## src/rtl/fir_stream_feeder_if.sv

```systemverilog
// Host-stream and FIR-side bus of fir_stream_feeder.
// Defining FIR_FEEDER_SAT_EN adds the sat_flag result qualifier.
interface fir_stream_feeder_if;
   logic [31:0] s_data;
   logic        s_valid;
   logic        s_ready;
   logic [31:0] fir_sample;
   logic        fir_new_sample;
   logic [31:0] fir_out_h;
   logic [31:0] fir_out_l;
   logic [63:0] m_data;
   logic        m_valid;
   logic        m_ready;
`ifdef FIR_FEEDER_SAT_EN
   logic        sat_flag;
`endif

   modport master (
      output s_data, s_valid, fir_out_h, fir_out_l, m_ready,
      input  s_ready, fir_sample, fir_new_sample, m_data, m_valid
`ifdef FIR_FEEDER_SAT_EN
      , input sat_flag
`endif
   );

   modport slave (
      input  s_data, s_valid, fir_out_h, fir_out_l, m_ready,
      output s_ready, fir_sample, fir_new_sample, m_data, m_valid
`ifdef FIR_FEEDER_SAT_EN
      , output sat_flag
`endif
   );
endinterface

```

## src/rtl/fir_stream_feeder.sv

```systemverilog
// Feeds one host sample at a time into the 49-tap FIR and returns its 64-bit result.
// Optional FIR_FEEDER_SAT_EN: result is arithmetic-shifted by SHIFT and saturated to signed 32 bits.
module fir_stream_feeder #(
   parameter int unsigned STROBE_CYC = 2,
   parameter int unsigned RESULT_LAT = 5,
   parameter int unsigned SHIFT      = 12
) (
   input  logic                clk,
   input  logic                rst_n,
   fir_stream_feeder_if.slave  bus,
   output logic                busy,
   output logic [15:0]         sample_cnt
);

   typedef enum logic [2:0] {IDLE, SETUP, STROBE, WAIT, HOLD} state_t;

   localparam logic [3:0] STROBE_LAST  = 4'(STROBE_CYC - 1);
   localparam logic [3:0] CAPTURE_LAST = 4'(RESULT_LAT - 1);

   generate
      if (STROBE_CYC < 1 || STROBE_CYC > 15) begin : g_bad_strobe
         $error("fir_stream_feeder: STROBE_CYC must be in 1..15");
      end
      if (RESULT_LAT <= STROBE_CYC || RESULT_LAT > 16) begin : g_bad_lat
         $error("fir_stream_feeder: RESULT_LAT must exceed STROBE_CYC and fit the 4-bit counter");
      end
      if (SHIFT > 32) begin : g_bad_shift
         $error("fir_stream_feeder: SHIFT must be in 0..32");
      end
   endgenerate

   state_t      state;
   logic [3:0]  lat_cnt;
   logic [63:0] result_raw;
   logic [63:0] result_out;

   assign result_raw  = {bus.fir_out_h, bus.fir_out_l};
   assign busy        = (state != IDLE);
   assign bus.s_ready = (state == IDLE) && rst_n;

`ifdef FIR_FEEDER_SAT_EN
   localparam logic signed [63:0] SAT_MAX = 64'sh000000007FFFFFFF;
   localparam logic signed [63:0] SAT_MIN = -64'sh0000000080000000;

   logic signed [63:0] shifted;
   logic               sat_next;

   always_comb begin
      shifted    = $signed(result_raw) >>> SHIFT;
      sat_next   = 1'b0;
      result_out = {{32{shifted[31]}}, shifted[31:0]};
      if (shifted > SAT_MAX) begin
         result_out = SAT_MAX;
         sat_next   = 1'b1;
      end else if (shifted < SAT_MIN) begin
         result_out = SAT_MIN;
         sat_next   = 1'b1;
      end
   end
`else
   assign result_out = result_raw;
`endif

   // lat_cnt restarts at the first strobe-high cycle and times both the strobe and the capture.
   always_ff @(posedge clk or negedge rst_n) begin
      if (!rst_n) begin
         state              <= IDLE;
         lat_cnt            <= '0;
         bus.fir_sample     <= '0;
         bus.fir_new_sample <= 1'b0;
         bus.m_data         <= '0;
         bus.m_valid        <= 1'b0;
         sample_cnt         <= '0;
`ifdef FIR_FEEDER_SAT_EN
         bus.sat_flag       <= 1'b0;
`endif
      end else begin
         unique case (state)
            IDLE: begin
               if (bus.s_valid) begin
                  bus.fir_sample <= bus.s_data;
                  state          <= SETUP;
               end
            end
            SETUP: begin
               bus.fir_new_sample <= 1'b1;
               lat_cnt            <= '0;
               sample_cnt         <= sample_cnt + 16'd1;
               state              <= STROBE;
            end
            STROBE: begin
               lat_cnt <= lat_cnt + 4'd1;
               if (lat_cnt == STROBE_LAST) begin
                  bus.fir_new_sample <= 1'b0;
                  state              <= WAIT;
               end
            end
            WAIT: begin
               lat_cnt <= lat_cnt + 4'd1;
               if (lat_cnt == CAPTURE_LAST) begin
                  bus.m_data   <= result_out;
                  bus.m_valid  <= 1'b1;
`ifdef FIR_FEEDER_SAT_EN
                  bus.sat_flag <= sat_next;
`endif
                  state        <= HOLD;
               end
            end
            HOLD: begin
               if (bus.m_ready) begin
                  bus.m_valid <= 1'b0;
                  state       <= IDLE;
               end
            end
            default: state <= IDLE;
         endcase
      end
   end

endmodule
```

## src/flat_wrapper.sv

```systemverilog
// flat-port wrapper written by rule: the top's interface ports become plain ports
module fir_stream_feeder_flat 
#(
   parameter int unsigned STROBE_CYC = 2,
   parameter int unsigned RESULT_LAT = 5,
   parameter int unsigned SHIFT      = 12
)
  (clk, rst_n, busy, sample_cnt, bus_s_data, bus_s_valid, bus_fir_out_h, bus_fir_out_l, bus_m_ready, bus_s_ready, bus_fir_sample, bus_fir_new_sample, bus_m_data, bus_m_valid);
  fir_stream_feeder_if bus_i ();
  input  logic clk;
  input  logic rst_n;
  output logic busy;
  output logic [15:0] sample_cnt;
  input wire logic [$bits(bus_i.s_data)-1:0] bus_s_data;
  input wire logic [$bits(bus_i.s_valid)-1:0] bus_s_valid;
  input wire logic [$bits(bus_i.fir_out_h)-1:0] bus_fir_out_h;
  input wire logic [$bits(bus_i.fir_out_l)-1:0] bus_fir_out_l;
  input wire logic [$bits(bus_i.m_ready)-1:0] bus_m_ready;
  output wire logic [$bits(bus_i.s_ready)-1:0] bus_s_ready;
  output wire logic [$bits(bus_i.fir_sample)-1:0] bus_fir_sample;
  output wire logic [$bits(bus_i.fir_new_sample)-1:0] bus_fir_new_sample;
  output wire logic [$bits(bus_i.m_data)-1:0] bus_m_data;
  output wire logic [$bits(bus_i.m_valid)-1:0] bus_m_valid;
  assign bus_i.s_data = bus_s_data;
  assign bus_i.s_valid = bus_s_valid;
  assign bus_i.fir_out_h = bus_fir_out_h;
  assign bus_i.fir_out_l = bus_fir_out_l;
  assign bus_i.m_ready = bus_m_ready;
  assign bus_s_ready = bus_i.s_ready;
  assign bus_fir_sample = bus_i.fir_sample;
  assign bus_fir_new_sample = bus_i.fir_new_sample;
  assign bus_m_data = bus_i.m_data;
  assign bus_m_valid = bus_i.m_valid;
  fir_stream_feeder #(.STROBE_CYC(STROBE_CYC), .RESULT_LAT(RESULT_LAT), .SHIFT(SHIFT)) u_core (.clk(clk), .rst_n(rst_n), .bus(bus_i), .busy(busy), .sample_cnt(sample_cnt));
endmodule
```

## config.mk

```make
export PLATFORM = sky130hd
export DESIGN_NAME = fir_stream_feeder_flat
export DESIGN_NICKNAME = d
export VERILOG_FILES = /design/src/rtl/fir_stream_feeder_if.sv /design/src/rtl/fir_stream_feeder.sv /design/src/flat_wrapper.sv
export SDC_FILE = /design/constraint.sdc
export NUM_CORES = 1
export LEC_CHECK = 0
export ABC_AREA = 1
export CORE_MARGIN = 4
export CORE_UTILIZATION = 43
export CTS_CLUSTER_DIAMETER = 30
export DETAILED_ROUTE_END_ITERATION = 10
export GPL_ROUTABILITY_DRIVEN = 0
export PLACE_DENSITY = 0.83
export SLEW_MARGIN = 40
export SYNTH_ARGS = -nofsm -noshare
export SYNTH_HDL_FRONTEND = slang
export SYNTH_SLANG_ARGS = --single-unit
```

## constraint.sdc

```tcl
create_clock -name clk -period 1.6 [get_ports clk]
set_clock_uncertainty 0.05 [all_clocks]
set_input_delay 0.24 -clock clk [delete_from_list [all_inputs] [get_ports clk]]
set_output_delay 0.24 -clock clk [all_outputs]
set_load 0.005 [all_outputs]
```

==> reports/qor_table.md <==
| Quantity | This run |
|:---|:---|
| Critical path's top delay family | buffers and inverters |
| Highest achievable clock rate | 0.6395 GHz |
| TritonCTS sink count | 121 |
| Final net count | 916 |
| Startpoint types | flop |
| Detailed-route via count | 4522 |
| Commonest cells after routing, fill and taps aside | clkdlybuf4s50_1, nand2_1, dfrtp_1 |
| Latest clock arrival within the worst-skew pair | 0.40 ns |
| Peak supply drop | 1.027 mV |
| Starting density of the core | 44.09% |
| First drt pass iteration count | 5 |
| Maximum buffer depth of the clock tree | 2 |
| Antenna violations before repair | 0 |
| Kind of critical path | flop to output port |
| Setup-failing EPs final | 0 |
| Req. time, crit path | 1.31 ns |
| HPWL reported at the end of detailed placement | 9652 um |
| Tightest Pin Transition | 0.6467 ns |
| Total power | 14.26 mW |
| Share of synthesized area occupied by flip-flops and latches | 59.89% |
| 1st-iter DRT viols | 343 |
| Number of clock buffers inserted by TritonCTS | 17 |
| Area of the mapped netlist | 0.005056 sq mm |
| Number of cell rows | 39 |
| Sum of routed wire length over all layers | 13660 um |
| Most common cell after layout, fill and taps aside | clkdlybuf4s50_1 |
| Clock tree from TritonCTS | built |
| Global Route met1 Usage | 24.98% |
| Final worst path period share | 97.73% |
| Fin. max-slew vios | 0 |
| Number of library cell types mapped by synthesis | 22 |
| Leftover overflow at the end of global routing | 0 |
| Cell count after synthesis | 573 |
| Signal arrival time at the worst endpoint | 1.27 ns |
| RSZ-0062 raised after global routing | true |
| Number of buffers added on ports | 215 |
| Power per cell area | 1758 mW/mm^2 |
| Top Usage Layer GRT | met2 |
| Worst-path cell chain | clkdlybuf4s50_1 |
| Antenna-violating nets left | 0 |
| Synth warnings | 0 |
| Element type at the critical path end | output port |
| Final cell count without fillers | 967 |
| Hold violation total from the final report | 0 |
| Syn_nets | 677 |
| Number of antenna repair diodes | 0 |
| Classification of the worst-slack hold path | input pin to flop |
| First-pass GRT wire length | 21270 um |
| All-layer global routing usage | 19.91% |
| Slowest CP cell | clkdlybuf4s50_1 |
| Highest net fanout along the worst path | 2 |
| Run status | finished clean |
| DR WL/cell | 14.13 um |
| Met3 routing resource usage after global routing | 6.218% |
| Leakage power total | 4.258 nW |
| Total die area | 0.01356 sq mm |
| Shortest period the worst path allows | 1.564 ns |
| Vias per cell | 4.676 |
| Die width | 116.4 um |
| Count of state elements after synthesis | 121 |
| Synth-to-Final Area Change | 60.48% |
| Per-instance average area after synthesis | 8.824 sq um |
| Relative slew slack | 56.89% |
| Maximum number of pins on one net before global-route repair | 122 |
| Total buffers and inverters traversed by the critical path | 1 |
| Vert. Die Dim | 116.4 um |
| Post-placement cell count | 920 |
| Number of remaining DRC errors | 0 |
| Level count of the clock H-tree | 4 |
| Number of filler cells placed in the layout | 855 |
| Slowest cell delay on critical path | 0.51 ns |
| Layout cell share with drive strength beyond 1 | 8.252% |
| Number of max-capacitance violations reported | 0 |
| Post-Route Hold Slack | 0.3356 ns |
| Core footprint | 0.01147 sq mm |
| Routing usage on met2 | 32.65% |
| Number of I/O pins | 216 |
| Number of global-route vias before repair | 4453 |
| CTS root buffer | clkbuf_16 |
| Clock-pin slew on the worst setup and hold paths | 0.05 ns |
[flip-flops by register name, summed over array words and instances (netlist names)]
name and flops:
u_core.sample_cnt 16, u_core.bus.fir_sample 32, u_core.bus.m_valid 1, u_core.bus.fir_new_sample 1, u_core.state 3, u_core.lat_cnt 4, u_core.bus.m_data 64
[kinds of logic after synthesis]
family,Yosys count,synth area share (%)
compound gates,107,10.59
xor+xnor,9,1.559
fa+ha+maj,4,0.9899
buf+inv,138,11.28
flops,121,59.89
simple gates,194,15.69
[path summary, 6_finish.rpt]
path	from	slack, ns	end	cells after the start
worst max-delay path	u_core.bus.m_data[16]	0.04	bus_m_data[16]	1
worst min-delay path	bus_fir_out_h[6]	0.34	u_core.bus.m_data[38]	3
worst max register to register	u_core.state[2]	0.09	u_core.sample_cnt[10]	6
worst min register to register	u_core.bus.fir_sample[25]	0.43	u_core.bus.fir_sample[25]	2
max in group asynchronous	rst_n	0.48	u_core.sample_cnt[3]	3
min in group asynchronous	rst_n	0.48	u_core.sample_cnt[9]	3
[stage by stage]
stage	cell area [sq um]	setup slack (ns)	util (%)	setup TNS, ns
global route	8114	-0.07259	70.76	-0.1395
floorplan	5056	0.1625	-	0
CTS	8044	-0.01257	70.15	-0.01257
detailed placement	7383	0.1068	64.39	0
global placement	7383	0.1129	64.39	0
finish	8114	0.03639	70.76	0
[power breakdown]
group          internal, mW  leakage (nW)  switching (mW)
combinational          3.23          2.54            2.23
clock                  2.31         0.270            1.28
sequential             4.44          1.45           0.789
total                  9.97          4.26            4.29
[cell usage after synthesis]
master,number,area share [%]
ha_1,4,0.99
a21oi_1,2,0.20
nor2_1,25,1.9
nand2_1,140,10
inv_2,2,0.15
nand3b_1,1,0.15
nand3_1,15,1.5
inv_1,116,8.6
nand4_1,4,0.49
nand2_2,1,0.12
nor2_2,2,0.25
o21ai_0,42,4.2
nand4_2,1,0.25
nand3_2,2,0.40
o21ai_1,63,6.2
buf_2,6,0.59
xnor2_1,3,0.52
xor2_1,6,1.0
buf_6,6,1.3
clkbuf_1,8,0.59
nor3_1,3,0.30
dfrtp_1,121,60
[area by class of cell]
| cell class | instances | area, sq um | area share (%) |
|---|---|---|---|
| flip-flops and latches | 121 | 3032 | 37.36 |
| repair buffers | 240 | 2425 | 29.88 |
| multi-input cells | 314 | 1481 | 18.26 |
| clock buffers | 22 | 454.2 | 5.598 |
| inverters | 118 | 442.9 | 5.459 |
| well taps | 143 | 178.9 | 2.205 |
| clock inverters | 9 | 100.1 | 1.234 |
[timing repair]
| item | 4_1_cts | 5_1_grt |
|---|---|---|
| hold endpoints to repair | 121 | 0 |
| resized for setup | 11 | 25 |
| buffers inserted | 13 | 2 |
| pin swaps | 0 | 3 |
| hold buffers | 1 | 0 |
| setup endpoints to repair | 19 | 31 |
[layer usage]
layer | up-vias | part of all wire [%]
met3 | 18 | 11
met1 | 2049 | 40
li1 | 2241 | -
met5 | - | 0
met2 | 214 | 48
met4 | 0 | 1.4
(Power assumes the default switching activity.)
